**src/rtl/dec_pkg.sv**
```systemverilog
// dec_pkg: shared types, sizes and the one-hot helper for the sequential 3-to-8 decoder
//   DEC_W   : binary code width
//   DEC_N   : number of one-hot output lines
//   state_t : decoder FSM states (SCAN is only entered when DEC_SCAN_EN is defined)
//   onehot  : code -> one-hot word
package dec_pkg;
    localparam int DEC_W = 3;
    localparam int DEC_N = 8;
    typedef enum logic [1:0] {IDLE, HOLD, SCAN} state_t;
    function automatic logic [DEC_N-1:0] onehot(input logic [DEC_W-1:0] code);
        return DEC_N'(1) << code;
    endfunction
endpackage

```
**src/rtl/decoder_3_to_8_seq_hold_counter.sv**
```systemverilog
// hold_counter: loadable down-counter that times how long each one-hot word stays on the outputs
//   clk, rst : clock, synchronous active-high reset
//   clr      : force count to zero (abort)
//   load     : load load_val (takes priority over dec)
//   load_val : value loaded at the start of a hold window
//   dec      : decrement, saturating at zero
//   zero     : count is zero (hold window ends this cycle)
module hold_counter
    import dec_pkg::*;
#(
    parameter int CNT_W = 3
) (
    input  logic             clk,
    input  logic             rst,
    input  logic             clr,
    input  logic             load,
    input  logic [CNT_W-1:0] load_val,
    input  logic             dec,
    output logic             zero
);
    logic [CNT_W-1:0] cnt_q, cnt_d;
    assign zero = cnt_q == '0;
    always_comb
        cnt_d = clr ? '0 : load ? load_val : (dec && !zero) ? cnt_q - 1'b1 : cnt_q;
    always_ff @(posedge clk)
        if (rst) cnt_q <= '0;
        else     cnt_q <= cnt_d;
endmodule

```
**src/rtl/decoder_3_to_8_seq.sv**
```systemverilog
// decoder_3_to_8_seq: registered 3-to-8 decoder with valid/ready intake and a programmable hold time
//   clk, rst   : clock, synchronous active-high reset
//   en         : block enable; dropping it aborts the current word without a done pulse
//   in_valid   : code presented;   in_ready : code accepted this cycle (IDLE & en & ~rst)
//   code       : binary code to decode
//   scan_start : start a 0..7 sweep (used only when DEC_SCAN_EN is defined)
//   out        : registered one-hot word, held HOLD_CYCLES cycles
//   out_valid  : out holds a decoded word
//   busy       : FSM not idle
//   done       : one-cycle pulse after a word (or a full sweep) completes normally
// Optional feature macro: DEC_SCAN_EN adds the SCAN state and its index register.
module decoder_3_to_8_seq
    import dec_pkg::*;
#(
    parameter int HOLD_CYCLES = 4
) (
    input  logic             clk,
    input  logic             rst,
    input  logic             en,
    input  logic             in_valid,
    output logic             in_ready,
    input  logic [DEC_W-1:0] code,
    input  logic             scan_start,
    output logic [DEC_N-1:0] out,
    output logic             out_valid,
    output logic             busy,
    output logic             done
);
    localparam int CNT_W = $clog2(HOLD_CYCLES) + 1;
    localparam logic [CNT_W-1:0] LOAD_VAL = CNT_W'(HOLD_CYCLES - 1);

    state_t           state_q, state_d;
    logic [DEC_N-1:0] out_q, out_d;
    logic             out_valid_q, out_valid_d;
    logic             done_q, done_d;
    logic             cnt_clr, cnt_load, cnt_dec, cnt_zero;
    logic             scan_go, accept;

`ifdef DEC_SCAN_EN
    logic [DEC_W-1:0] idx_q, idx_d;
    assign scan_go = scan_start & in_ready;
`else
    logic unused_scan_start;
    assign unused_scan_start = scan_start;
    assign scan_go = 1'b0;
`endif

    assign in_ready  = (state_q == IDLE) & en & ~rst;
    // a sweep request wins over a simultaneous code, which is then not consumed
    assign accept    = in_valid & in_ready & ~scan_go;
    assign out       = out_q;
    assign out_valid = out_valid_q;
    assign done      = done_q;
    assign busy      = state_q != IDLE;

    hold_counter #(.CNT_W(CNT_W)) u_hold_counter (
        .clk     (clk),
        .rst     (rst),
        .clr     (cnt_clr),
        .load    (cnt_load),
        .load_val(LOAD_VAL),
        .dec     (cnt_dec),
        .zero    (cnt_zero)
    );

    always_comb begin
        state_d     = state_q;
        out_d       = out_q;
        out_valid_d = out_valid_q;
        done_d      = 1'b0;
        cnt_clr     = 1'b0;
        cnt_load    = 1'b0;
        cnt_dec     = 1'b0;
`ifdef DEC_SCAN_EN
        idx_d       = idx_q;
`endif
        if (!en) begin
            state_d     = IDLE;
            out_d       = '0;
            out_valid_d = 1'b0;
            cnt_clr     = 1'b1;
`ifdef DEC_SCAN_EN
            idx_d       = '0;
`endif
        end else begin
            case (state_q)
                IDLE: begin
                    if (scan_go) begin
                        state_d     = SCAN;
                        out_d       = onehot('0);
                        out_valid_d = 1'b1;
                        cnt_load    = 1'b1;
`ifdef DEC_SCAN_EN
                        idx_d       = '0;
`endif
                    end else if (accept) begin
                        state_d     = HOLD;
                        out_d       = onehot(code);
                        out_valid_d = 1'b1;
                        cnt_load    = 1'b1;
                    end
                end
                HOLD: begin
                    if (cnt_zero) begin
                        state_d     = IDLE;
                        out_d       = '0;
                        out_valid_d = 1'b0;
                        done_d      = 1'b1;
                    end else begin
                        cnt_dec = 1'b1;
                    end
                end
`ifdef DEC_SCAN_EN
                SCAN: begin
                    if (!cnt_zero) begin
                        cnt_dec = 1'b1;
                    end else if (idx_q == DEC_W'(DEC_N - 1)) begin
                        state_d     = IDLE;
                        out_d       = '0;
                        out_valid_d = 1'b0;
                        done_d      = 1'b1;
                        idx_d       = '0;
                    end else begin
                        idx_d    = idx_q + 1'b1;
                        out_d    = onehot(idx_q + 1'b1);
                        cnt_load = 1'b1;
                    end
                end
`endif
                default: begin
                    state_d     = IDLE;
                    out_d       = '0;
                    out_valid_d = 1'b0;
                end
            endcase
        end
    end

    always_ff @(posedge clk) begin
        if (rst) begin
            state_q     <= IDLE;
            out_q       <= '0;
            out_valid_q <= 1'b0;
            done_q      <= 1'b0;
`ifdef DEC_SCAN_EN
            idx_q       <= '0;
`endif
        end else begin
            state_q     <= state_d;
            out_q       <= out_d;
            out_valid_q <= out_valid_d;
            done_q      <= done_d;
`ifdef DEC_SCAN_EN
            idx_q       <= idx_d;
`endif
        end
    end
endmodule
```
**config.mk**
```make
export PLATFORM = sky130hd
export DESIGN_NAME = decoder_3_to_8_seq
export DESIGN_NICKNAME = d
export VERILOG_FILES = /design/src/rtl/dec_pkg.sv /design/src/rtl/decoder_3_to_8_seq_hold_counter.sv /design/src/rtl/decoder_3_to_8_seq.sv
export SDC_FILE = /design/constraint.sdc
export NUM_CORES = 1
export LEC_CHECK = 0
export BUFFER_PORTS_ARGS = -buffer_cell sky130_fd_sc_hd__buf_2
export CAP_MARGIN = 10
export CORE_AREA = 2 2 39 41
export DETAILED_ROUTE_END_ITERATION = 10
export DIE_AREA = 0 0 41 43
export GPL_ROUTABILITY_DRIVEN = 1
export PLACE_DENSITY = 0.67
export SYNTH_ARGS = -nofsm -noshare
export SYNTH_HDL_FRONTEND = slang
export SYNTH_SLANG_ARGS = --single-unit
```
**constraint.sdc**
```tcl
create_clock -name clk -period 1.65 [get_ports clk]
set_input_delay 0.2475 -clock clk [delete_from_list [all_inputs] [get_ports clk]]
set_output_delay 0.2475 -clock clk [all_outputs]
set_load 0.05 [all_outputs]
```
==> results of run 1 <==
## metrics by stage
| step | area [sq um] | setup slack [ps] |
|---|---|---|
| floorplan | 528 | 88.2 |
| global placement | 649 | 119 |
| detailed placement | 649 | 56.7 |
| CTS | 676 | 39.6 |
| global route | 679 | 40.8 |
| finish | 679 | 123 |
## worst reg2reg max path, cell delays in order, from the launching register on
cell and delay [ps]:
dfxtp_2 350, inv_1 40, ha_1 200, ha_2 190, and3b_2 280, nor2_1 60
a2111oi_2 310
## how the worst max path moves through the flow
stage / endpoint / slack [ps] / depth (start not counted)
finish: u_hold_counter.cnt_q[2] / 120 / 6
global route: u_hold_counter.cnt_q[2] / 40 / 6
CTS: u_hold_counter.cnt_q[2] / 40 / 6
detailed placement: u_hold_counter.cnt_q[2] / 60 / 6
global placement: u_hold_counter.cnt_q[2] / 120 / 6
floorplan: in_ready / 90 / 3
## registers in the layout, summed over array words and instances (netlist names)
register and cells:
done 1, out 8, out_valid 1, u_hold_counter.cnt_q 3
## Yosys cell counts
master	n
nor2_1	13
nand4_1	1
ha_1	2
a21oi_1	1
a211oi_1	1
nand2_1	2
nand2b_1	1
a32oi_1	4
a221oi_1	1
dfxtp_1	13
nor2b_1	4
and3b_2	1
inv_1	3
buf_4	1
a2111oi_2	1
nor3b_1	1
a22oi_1	3
mux2i_1	1
nor3_1	1
clkbuf_1	1
## power by group
group | total (W) | leakage, nW | internal (W) | switching (W)
logic | 0.0000910 | 0.171 | 0.0000323 | 0.0000587
registers | 0.000325 | 0.106 | 0.000320 | 0.00000490
clock network | 0.000193 | 0.0150 | 0.0000937 | 0.0000992
## cells by family after synthesis
kind of cell    count (synthesis)
compound gates                 11
fa+ha+maj                       2
buf+inv                         5
flops                          13
mux                             1
simple gates                   24
## layout make-up
class	instances	area, sq um
clock buffer	4	26.3
fill	147	704
inverter	3	11.3
multi-input combinational	38	248
sequential	13	262
tap	16	20.0
timing repair buffer	21	113
## per-layer routing
metal / global-route usage / vias up / wire length (microns)
met5: 0 / - / 0
met4: 0.0800 / 0 / 0
met3: 0.0471 / 0 / 74
met2: 0.234 / 17 / 549
met1: 0.182 / 220 / 479
li1: - / 243 / -
==> flow_metrics.tcl, run 1 <==
set metrics [dict create \
    status "completed" \
    clk_latency_ps 270 \
    cts_buffers 3 \
    slew_headroom 0.692 \
    synth.ff_latch_count 13 \
    nets 90 \
    syn-num-nets 66 \
    yosys.area.top_type "dfxtp_1" \
    vias 480 \
    initial_core_util 0.382 \
    r2r_end "u_hold_counter.cnt_q[2]" \
    slowest_delay_ps 350 \
    syn_to_final_growth_pct 28.7 \
    grt_pass1_wl_microns 1790 \
    crit_path_cell_trace "inv_1 -> ha_1 -> ha_2 -> and3b_2 -> nor2_1 -> a2111oi_2" \
    htree_num_levels 1 \
    synth_area_leaders "dfxtp_1, nor2_1, a32oi_1" \
    dr.pass1.iters 4 \
    globalplace.congestion 0.661 \
    die_height_microns 43 \
    antenna_cells 0 \
    dp_cells 91 \
    drive_gt1_frac 0.354 \
    rsz0062_at_grt "false" \
    cts_tree "built" \
    post-route-period-util 0.926 \
    tightest_slew_ps 461 \
    path_clk_slew_ps 70 \
    viasPerCell 5.05 \
    crit_buf_inv 1 \
    holdCritStartpoint "code[0]" \
    synth_cell_types 20 \
    yosys.area_share.simple 0.220 \
    grt_pass1_vias 439 \
    cts_resized 0 \
    utilization 0.491 \
    place.detailed.hpwl_microns 847 \
    cp.arrival_ps 1700 \
    endpoint_kind "register" \
    synth_xor_area_frac 0 \
    finalPower_w 0.000609 \
    post-cts-setup-buffer-count 0 \
    syn_area_sq_um 528 \
    hold_path.class "in -> reg" \
    cts-root-buf "clkbuf_4" \
    ir_drop_mv 0.438 \
    portBuffers 18 \
    grt_use_total 0.153 \
    final_cell_mix "buf_2, nor2_1, dfxtp_1" \
    detail-route-antenna-nets 0 \
    cp_max_fo 4 \
    grt-ovfl-total 0 \
    syn_inst 56 \
    cp_top_family "adder cells" \
    clock_skew_ps 2.85 \
    min_period_ps 1530 \
    drtIter0Drc 5 \
    final_cells 95 \
    die_area_sq_mm 0.00176 \
    max_clock_freq_ghz 0.655 \
    required_ps 1820 \
    reg2regPathDepth 6 \
    muxShareOfSynthArea 0.0190 \
    synth_compound_gate_area_share 0.178 \
    crit_start "u_hold_counter.cnt_q[0]" \
    final-hold-violation-count 0 \
    antenna_found_initial 0 \
    cap_violations 0 \
    finalMaxSlewViolations 0 \
    finalSetupViolations 0 \
    worstReg2RegStart "u_hold_counter.cnt_q[0]" \
    synth_top_area_frac 0.493 \
    power_density_mw_per_mm2 896 \
    timing.hold.ws_ps 270 \
    yosys_warnings 0 \
    synth_top_family_by_area "simple AND/OR/NAND/NOR gates" \
    syn_area_per_cell_sq_um 9.43 \
    ys_seq_area_frac 0.493 \
    holdBufCountCts 0 \
    coreArea_sq_mm 0.00138 \
    synth-adder-area-share 0.0474 \
    worstSetupPathType "reg -> reg" \
    drc 0 \
    cp_slowest_cell "dfxtp_2" \
    holdPathEnd "out[7]" \
    wl_microns 1100 \
    clock-sinks 13 \
    r2r_slack_ps 120 \
    start_kind "register" \
    setup_tns_ps 0 \
    die_x_microns 41 \
    p_leak_nw 0.292 \
    grt_max_degree 14 \
    holdPathStages 3 \
    placementRows 14 \
    final_common_cell "buf_2" \
    cts_buffer_depth 2 \
    io_pins 20 \
    wl_per_cell_microns 11.6 \
]
Note: power is estimated with default switching activity, not from simulation.
==> run 2, diff against run 1 <==
Settings changed: BUFFER_PORTS_ARGS -buffer_cell sky130_fd_sc_hd__buf_2 to unset, DONT_BUFFER_PORTS set to 1, PLACE_DENSITY 0.67 to unset.
==> run 2 against run 1 <==
Against the previous run:
- non-clock buffer count shrank 16
- global-route usage shrank 1.6 points
- combinational power shrank 28%
- critical path depth is the same
- setup slack lost 21 ps
- critical path type unchanged
==> flow_metrics.tcl, run 2 (synthesis gave the netlist of run 1 again) <==
set metrics [dict create \
    status "completed" \
    cts_buffers 3 \
    final_cell_mix "nor2_1, dfxtp_1, buf_4" \
    p_leak_nw 0.215 \
    setup_tns_ps 0 \
    grt-ovfl-total 0 \
    holdBufCountCts 0 \
    r2r_slack_ps 100 \
    initial_core_util 0.382 \
    tightest_slew_ps 512 \
    regArea_sq_um 260 \
    grt_pass1_vias 374 \
    place.detailed.hpwl_microns 740 \
    cap_violations 0 \
    slew_headroom 0.658 \
    viasPerCell 5.35 \
    final-hold-violation-count 0 \
    grt_max_degree 14 \
    hold_path.class "in -> reg" \
    syn_to_final_growth_pct 13.7 \
    start_kind "register" \
    endpoint_kind "register" \
    nets 74 \
    drtIter0Drc 1 \
    min_period_ps 1550 \
    worstReg2RegStart "u_hold_counter.cnt_q[0]" \
    dr.pass1.iters 2 \
    antenna_found_initial 0 \
    cts_resized 0 \
    post-cts-setup-buffer-count 0 \
    ir_drop_mv 0.442 \
    finalMaxSlewViolations 0 \
    largest_reg_flops 8 \
    crit_start "u_hold_counter.cnt_q[0]" \
    coreArea_sq_mm 0.00138 \
    max_clock_freq_ghz 0.646 \
    drc 0 \
    cts_buffer_depth 2 \
    finalSetupViolations 0 \
    drive_gt1_frac 0.159 \
    globalplace.congestion 0.669 \
    timing.hold.ws_ps 130 \
    placementRows 14 \
    post-route-period-util 0.938 \
    die_height_microns 43 \
    cp-endpoint "u_hold_counter.cnt_q[2]" \
    cts-root-buf "clkbuf_4" \
    path_clk_slew_ps 80 \
    worstSetupPathType "reg -> reg" \
    grt_pass1_wl_microns 1590 \
    clock-sinks 13 \
    rsz0062_at_grt "false" \
    io_pins 20 \
    fillers 156 \
    grt_use_total 0.137 \
    multiInputGateArea_sq_um 245 \
    clock_skew_ps 5.80 \
    die_x_microns 41 \
    wl_per_cell_microns 12.8 \
    htree_num_levels 1 \
    die_area_sq_mm 0.00176 \
    vias 423 \
    detail-route-antenna-nets 0 \
    reg2regPathDepth 6 \
    antenna_cells 0 \
    portBuffers 0 \
    power_density_mw_per_mm2 977 \
    cp_max_fo 4 \
    required_ps 1820 \
    cts_tree "built" \
    cp.arrival_ps 1720 \
    r2r_end "u_hold_counter.cnt_q[2]" \
    wl_microns 1010 \
    clk_latency_ps 270 \
]
-- run 2: cell count changes in the layout (fill, tap and decap cells not counted) --
| cell | delta |
|---|---|
| buf_2 | -18 |
| buf_4 | +2 |
| dfxtp_1 | +1 |
| dfxtp_2 | -1 |
| ha_1 | +1 |
| ha_2 | -1 |
-- run 2: worst max-delay path: stages (launching register included) --
cell	delay, ps
dfxtp_1	350
inv_1	50
ha_1	190
ha_1	220
and3b_2	280
nor2_1	50
a2111oi_2	310
-- run 2: report_power, final --
| part | leakage [nW] | switching, W | total, W | internal [W] |
|---|---|---|---|---|
| clock network | 0.0150 | 0.0000936 | 0.000187 | 0.0000935 |
| logic | 0.0943 | 0.0000418 | 0.0000658 | 0.0000240 |
| registers | 0.105 | 0.0000140 | 0.000334 | 0.000320 |
| total | 0.215 | 0.000149 | 0.000587 | 0.000437 |
-- run 2: per-layer routing --
layer  global-route usage  up-vias  part of all wire
met1                0.163      193              0.42
met5                    0        -                 0
met3               0.0785        2             0.087
met4               0.0800        0            0.0059
li1                     -      217                 -
met2                0.184       11              0.48
-- run 2: worst min path at each step --
stage | start | endpoint | slack [ps] | cells past startpoint
finish | code[0] | out[7] | 130 | 2
global route | code[0] | out[7] | 120 | 2
CTS | code[0] | out[7] | 120 | 2
detailed placement | code[0] | out[7] | 410 | 2
global placement | code[0] | out[7] | 410 | 2
floorplan | code[0] | out[7] | 400 | 2
-- run 2: layout make-up --
type | count | area share
Tap cell | 16 | 0.0333
Clock buffer | 4 | 0.0438
Timing Repair Buffer | 5 | 0.0625
Inverter | 3 | 0.0188
Sequential cell | 13 | 0.433
Multi-Input combinational cell | 38 | 0.408
-- run 2: metrics by stage --
step / util / instance area (sq um) / setup WS (ps) / power [W] / instances
detailed placement: 0.410 / 567 / 94.6 / 0.000407 / 74
global placement: 0.410 / 567 / 119 / 0.000407 / 74
global route: 0.434 / 601 / 6.51 / 0.000625 / 79
finish: 0.434 / 601 / 102 / 0.000587 / 79
floorplan: - / 528 / 88.2 / 0.000391 / 56
CTS: 0.429 / 593 / 80.5 / 0.000596 / 78
